===== src/rtl/fft_res_reader_pkg.sv =====
// Shared defaults and FSM encoding for the FFT result readout block.
package fft_pkg;

    localparam int IWL_DEF = 32;
    localparam int AWL_DEF = 7;

    typedef enum logic [2:0] {
        S_IDLE      = 3'd0,
        S_WAIT_FREE = 3'd1,
        S_FETCH     = 3'd2,
        S_HI        = 3'd3,
        S_LO        = 3'd4,
        S_FIN       = 3'd5
    } state_t;

endpackage


===== src/rtl/fft_res_reader_if.sv =====
// RAM-side and stream-side signals of the FFT result reader.
interface fft_res_reader_if #(
    parameter int IWL = 32,
    parameter int AWL = 7
);
    logic           i_START;
    logic           i_RAM_BLOCK;
    logic [AWL-1:0] o_RAM_ADDR;
    logic           o_RAM_RD;
    logic [IWL-1:0] i_RAM_DATA;
    logic [15:0]    o_DATA;
    logic           o_VALID;
    logic           i_READY;
    logic           o_HALF;
    logic           o_LAST;
    logic           o_BUSY;
    logic           o_DONE;

    // Reader side: consumes requests/RAM data, produces the stream.
    modport slave (
        input  i_START, i_RAM_BLOCK, i_RAM_DATA, i_READY,
        output o_RAM_ADDR, o_RAM_RD, o_DATA, o_VALID, o_HALF, o_LAST, o_BUSY, o_DONE
    );

    // Environment side: FFT core/RAM and the sink.
    modport master (
        output i_START, i_RAM_BLOCK, i_RAM_DATA, i_READY,
        input  o_RAM_ADDR, o_RAM_RD, o_DATA, o_VALID, o_HALF, o_LAST, o_BUSY, o_DONE
    );
endinterface


===== src/rtl/fft_res_reader_addr_gen.sv =====
// Frame index counter with optional bit-reversed RAM address.
module fft_addr_gen #(
    parameter int AWL    = 7,
    parameter int BITREV = 0
) (
    input  logic           clk,
    input  logic           rst_n,
    input  logic           inc,
    input  logic           clr,
    output logic [AWL-1:0] cnt,
    output logic [AWL-1:0] addr,
    output logic           last
);
    logic [AWL-1:0] cnt_q, cnt_d;

    // Index register.
    always_ff @(posedge clk or negedge rst_n) begin
        if (!rst_n) cnt_q <= '0;
        else        cnt_q <= cnt_d;
    end

    // Clear wins over increment; the terminal index never wraps.
    always_comb begin
        cnt_d = cnt_q;
        if (clr)               cnt_d = '0;
        else if (inc && !last) cnt_d = cnt_q + 1'b1;
    end

    // Address is the index, optionally mirrored across AWL bits.
    always_comb begin
        addr = cnt_q;
        if (BITREV != 0) begin
            for (int i = 0; i < AWL; i++) addr[i] = cnt_q[AWL-1-i];
        end
    end

    assign cnt  = cnt_q;
    assign last = &cnt_q;
endmodule


===== src/rtl/fft_res_reader.sv =====
// Reads one FFT frame out of RAM and streams it as Re/Im half-words.
//   state     | meaning
//   IDLE      | waiting for i_START
//   WAIT_FREE | waiting for the FFT core to release the RAM, then read
//   FETCH     | RAM data arrives, captured into word register
//   HI        | presenting Re half-word
//   LO        | presenting Im half-word (last one flagged)
//   FIN       | one-cycle done pulse
module fft_res_reader
    import fft_pkg::*;
#(
    parameter int IWL    = IWL_DEF,
    parameter int AWL    = AWL_DEF,
    parameter int BITREV = 0
) (
    input  logic               CLK,
    input  logic               RST,
    fft_res_reader_if.slave    bus
);
    state_t         state_q, state_d;
    logic [IWL-1:0] word_q, word_d;
    logic [AWL-1:0] addr_q, addr_d;
    logic [AWL-1:0] gen_cnt, gen_addr;
    logic           gen_last, gen_inc, gen_clr, rd;

    fft_addr_gen #(.AWL(AWL), .BITREV(BITREV)) u_addr_gen (
        .clk  (CLK),
        .rst_n(RST),
        .inc  (gen_inc),
        .clr  (gen_clr),
        .cnt  (gen_cnt),
        .addr (gen_addr),
        .last (gen_last)
    );

    // State register.
    always_ff @(posedge CLK or negedge RST) begin
        if (!RST) state_q <= S_IDLE;
        else      state_q <= state_d;
    end

    // Word and held-address registers.
    always_ff @(posedge CLK or negedge RST) begin
        if (!RST) begin
            word_q <= '0;
            addr_q <= '0;
        end else begin
            word_q <= word_d;
            addr_q <= addr_d;
        end
    end

    // Next-state logic; RAM block is only looked at in WAIT_FREE.
    always_comb begin
        state_d = state_q;
        unique case (state_q)
            S_IDLE:      if (bus.i_START)     state_d = S_WAIT_FREE;
            S_WAIT_FREE: if (!bus.i_RAM_BLOCK) state_d = S_FETCH;
            S_FETCH:                          state_d = S_HI;
            S_HI:        if (bus.i_READY)     state_d = S_LO;
            S_LO:        if (bus.i_READY)     state_d = gen_last ? S_FIN : S_WAIT_FREE;
            S_FIN:                            state_d = S_IDLE;
            default:                          state_d = S_IDLE;
        endcase
    end

    // Counter control, data capture and address hold.
    always_comb begin
        rd      = (state_q == S_WAIT_FREE) && !bus.i_RAM_BLOCK;
        gen_clr = (state_q == S_IDLE) && bus.i_START;
        gen_inc = (state_q == S_LO) && bus.i_READY && !gen_last;
        word_d  = (state_q == S_FETCH) ? bus.i_RAM_DATA : word_q;
        addr_d  = rd ? gen_addr : addr_q;
    end

    // Outputs decoded from state; data is driven from the held word only.
    always_comb begin
        bus.o_BUSY     = (state_q != S_IDLE);
        bus.o_RAM_RD   = rd;
        bus.o_RAM_ADDR = rd ? gen_addr : addr_q;
        bus.o_VALID    = (state_q == S_HI) || (state_q == S_LO);
        bus.o_HALF     = (state_q == S_LO);
        bus.o_LAST     = (state_q == S_LO) && gen_last;
        bus.o_DONE     = (state_q == S_FIN);
        bus.o_DATA     = '0;
        if (state_q == S_HI) bus.o_DATA = word_q[IWL-1:IWL/2];
        if (state_q == S_LO) bus.o_DATA = word_q[IWL/2-1:0];
    end
endmodule


===== src/flat_wrapper.sv =====
// flat-port wrapper written by rule: the top's interface ports become plain ports
module fft_res_reader_flat import fft_pkg::*;
#(
    parameter int IWL    = IWL_DEF,
    parameter int AWL    = AWL_DEF,
    parameter int BITREV = 0
)
  (CLK, RST, bus_i_START, bus_i_RAM_BLOCK, bus_i_RAM_DATA, bus_i_READY, bus_o_RAM_ADDR, bus_o_RAM_RD, bus_o_DATA, bus_o_VALID, bus_o_HALF, bus_o_LAST, bus_o_BUSY, bus_o_DONE);
  fft_res_reader_if #(.IWL(IWL), .AWL(AWL)) bus_i ();
  input  logic CLK;
  input  logic RST;
  input wire logic [$bits(bus_i.i_START)-1:0] bus_i_START;
  input wire logic [$bits(bus_i.i_RAM_BLOCK)-1:0] bus_i_RAM_BLOCK;
  input wire logic [$bits(bus_i.i_RAM_DATA)-1:0] bus_i_RAM_DATA;
  input wire logic [$bits(bus_i.i_READY)-1:0] bus_i_READY;
  output wire logic [$bits(bus_i.o_RAM_ADDR)-1:0] bus_o_RAM_ADDR;
  output wire logic [$bits(bus_i.o_RAM_RD)-1:0] bus_o_RAM_RD;
  output wire logic [$bits(bus_i.o_DATA)-1:0] bus_o_DATA;
  output wire logic [$bits(bus_i.o_VALID)-1:0] bus_o_VALID;
  output wire logic [$bits(bus_i.o_HALF)-1:0] bus_o_HALF;
  output wire logic [$bits(bus_i.o_LAST)-1:0] bus_o_LAST;
  output wire logic [$bits(bus_i.o_BUSY)-1:0] bus_o_BUSY;
  output wire logic [$bits(bus_i.o_DONE)-1:0] bus_o_DONE;
  assign bus_i.i_START = bus_i_START;
  assign bus_i.i_RAM_BLOCK = bus_i_RAM_BLOCK;
  assign bus_i.i_RAM_DATA = bus_i_RAM_DATA;
  assign bus_i.i_READY = bus_i_READY;
  assign bus_o_RAM_ADDR = bus_i.o_RAM_ADDR;
  assign bus_o_RAM_RD = bus_i.o_RAM_RD;
  assign bus_o_DATA = bus_i.o_DATA;
  assign bus_o_VALID = bus_i.o_VALID;
  assign bus_o_HALF = bus_i.o_HALF;
  assign bus_o_LAST = bus_i.o_LAST;
  assign bus_o_BUSY = bus_i.o_BUSY;
  assign bus_o_DONE = bus_i.o_DONE;
  fft_res_reader #(.IWL(IWL), .AWL(AWL), .BITREV(BITREV)) u_core (.CLK(CLK), .RST(RST), .bus(bus_i));
endmodule

===== config.mk =====
export PLATFORM = sky130hd
export DESIGN_NAME = fft_res_reader_flat
export DESIGN_NICKNAME = d
export VERILOG_FILES = /design/src/rtl/fft_res_reader_pkg.sv /design/src/rtl/fft_res_reader_if.sv /design/src/rtl/fft_res_reader_addr_gen.sv /design/src/rtl/fft_res_reader.sv /design/src/flat_wrapper.sv
export SDC_FILE = /design/constraint.sdc
export NUM_CORES = 1
export LEC_CHECK = 0
export BUFFER_PORTS_ARGS = -buffer_cell sky130_fd_sc_hd__buf_2
export CORE_MARGIN = 4
export CORE_UTILIZATION = 46
export DETAILED_ROUTE_END_ITERATION = 12
export PLACE_DENSITY = 0.75
export SYNTH_ARGS = -nofsm -noshare
export SYNTH_HDL_FRONTEND = slang
export SYNTH_HIERARCHICAL = 1
export SYNTH_SLANG_ARGS = --single-unit

===== constraint.sdc =====
create_clock -name CLK -period 2 [get_ports CLK]
set_clock_uncertainty 0.05 [all_clocks]
set_input_delay 0 -clock CLK [delete_from_list [all_inputs] [get_ports CLK]]
set_output_delay 0 -clock CLK [all_outputs]
set_load 0.005 [all_outputs]

==> flow_summary.yaml <==
layout:
  final-seq-area_um2: 1230
  antennaDiodeCount: 0
  layoutNonFillerInstCount: 331
  n_fill_cell: 328
  multi_input_area_um2: 962
  drive_gt1_share_pct: 50.5
  final_common_cell: "buf_2"
  final_cell_mix: "buf_2, dfrtp_1, mux2_2"
  nNetsFinal: 316
  utilization_pct: 70.2
  area_growth_pct: 42.7
timing:
  relSlewSlack_pct: 71.1
  finalCritPeriodShare_pct: 98.6
  drv_slew: 0
  period_needed_ps: 1970
  tightest_slew_ps: 432
  hold_violations: 0
  timing.fmax_mhz: 507
  setup_viol: 0
cts:
  htreeDepth: 2
  clk_pin_slew_ps: 80
  clkLatencyLatePin_ps: 290
  clock_sinks: 49
  cts_tree: "done"
  clockRootBuffer: "clkbuf_8"
  cts_buffers: 5
  cts_max_path_buffers: 2
run:
  cap_violations: 0
power_and_ir_drop:
  swShare_pct: 30.7
  powerDensity_nw_per_um2: 1140
  intPower_w: 0.00250
  clkPwrFrac_pct: 15.1
  combPwrFrac_pct: 40.1
  netSwitchingPower_w: 0.00110
  p_seq_share_pct: 44.8
  ir_drop_mv: 0.805
  leakage_nw: 1.55
floorplanning:
  io_pins: 66
  dieArea_um2: 5990
  rows: 24
  start_util_pct: 49.2
  chipHeight_um: 77.4
  die_x_um: 77.4
  coreArea_um2: 4500
placed_design:
  dpl.hpwl_um: 3340
  gp_congestion: 0.816
  placed_cells: 283
  portBuffers: 65
route:
  postRouteAntennaNets: 0
  drcViolationCount: 0
  via_per_inst: 5.19
  first_iter_violations: 40
  wl_per_cell_um: 15.6
  firstDrtPassIters: 4
  drt_wl_total_um: 5170
  vias: 1719
synth:
  yosysWarningCount: 6
  syn_area_um2: 2210
  postSynthAreaPerCell_um2: 13.4
  syn_nets: 203
  syn_inst: 165
setup_path:
  crit_type: "flip-flop to flip-flop"
  start_kind: "flip-flop"
  worstPathArrival_ps: 2080
  crit_path_end_kind: "flip-flop"
  path_max_fanout: 4
  cp.required_ps: 2110
status:
  outcome: "finished, final reports clean"
hold_path:
  hold_path.class: "input port to flip-flop"
global_routing:
  antenna_found_initial: 0
  grtUsageTotal_pct: 17.5
  grt_max_degree: 33
  grt_pass1_wl_um: 8450
  globalRouteOverflowTotal: 0
  grt_pass1_vias: 1779
through the flow:
stage / worst slack, ps / total power [W] / instance area (um2) / hold WS (ps) / TNS, ps
final: 28.1 / 0.00360 / 3160 / 38.0 / 0
after global routing: -28.0 / 0.00384 / 3160 / 54.0 / -28.0
after CTS: 7.22 / 0.00361 / 3100 / 34.2 / 0
after detailed placement: 24.5 / 0.00297 / 2650 / -226 / 0
after global placement: 76.1 / 0.00293 / 2650 / -223 / 0
after floorplan: 49.9 / 0.00251 / 2210 / -346 / 0
power by group through the flow:
stage | sequential (W) | clock [W] | combinational, W
after global placement | 0.00160 | 0 | 0.00132
after floorplan | 0.00155 | 0 | 0.000962
after CTS | 0.00160 | 0.000568 | 0.00144
after global routing | 0.00166 | 0.000606 | 0.00158
final | 0.00161 | 0.000545 | 0.00144
after detailed placement | 0.00162 | 0 | 0.00135
metal layers:
metal	share of wire (%)	wire [um]	vias up	track usage, %
li1	-	-	824	-
met1	41	2140	831	21.2
met2	52	2670	54	29.9
met3	5.3	273	10	5.32
met4	1.7	87	0	5.87
met5	0	0	-	0
worst max-delay path, stage by stage, from the launching register on:
cell      delay (ps)
dfrtp_1          430
ha_4             180
and3_4           190
nand2_4           80
inv_2             40
and3b_1          240
nand4_1          210
o311ai_2         320
o41ai_1          110
state kept, by name, summed over array words and instances, names as in the netlist:
register and flops:
u_core/word_q 32, u_core/addr_q 7, u_core/u_addr_gen/addr 7, u_core/state_q 3
final cells by class:
cell class | instances | share of cell area (%)
timing repair buffer | 114 | 25.5
sequential | 49 | 38.8
tap | 52 | 2.06
inverter | 5 | 0.594
multi-input combinational | 103 | 30.4
clock inverter | 2 | 0.317
clock buffer | 6 | 2.30
path summary, 6_finish.rpt:
kind / start / end / slack, ps / cells past startpoint
hold / removal: bus_i_RAM_BLOCK / u_core/state_q[1] / 40 / 4
max in group asynchronous: RST / u_core/u_addr_gen/addr[0] / 1140 / 3
setup / recovery: u_core/u_addr_gen/addr[1] / u_core/u_addr_gen/addr[5] / 30 / 8
min in group asynchronous: RST / u_core/u_addr_gen/addr[3] / 160 / 3
hold reg to reg: u_core/addr_q[5] / u_core/addr_q[5] / 450 / 1
setup reg to reg: u_core/u_addr_gen/addr[1] / u_core/u_addr_gen/addr[5] / 30 / 8
timing repair:
item / CTS / global route
hold buffers: 35 / 0
pin swaps: 0 / 3
resized for setup: 0 / 6
endpoints found under the hold margin: 83 / 0
buffers inserted: 1 / 4
setup endpoints to repair: 7 / 6
Note: power is estimated with default switching activity, not from simulation.
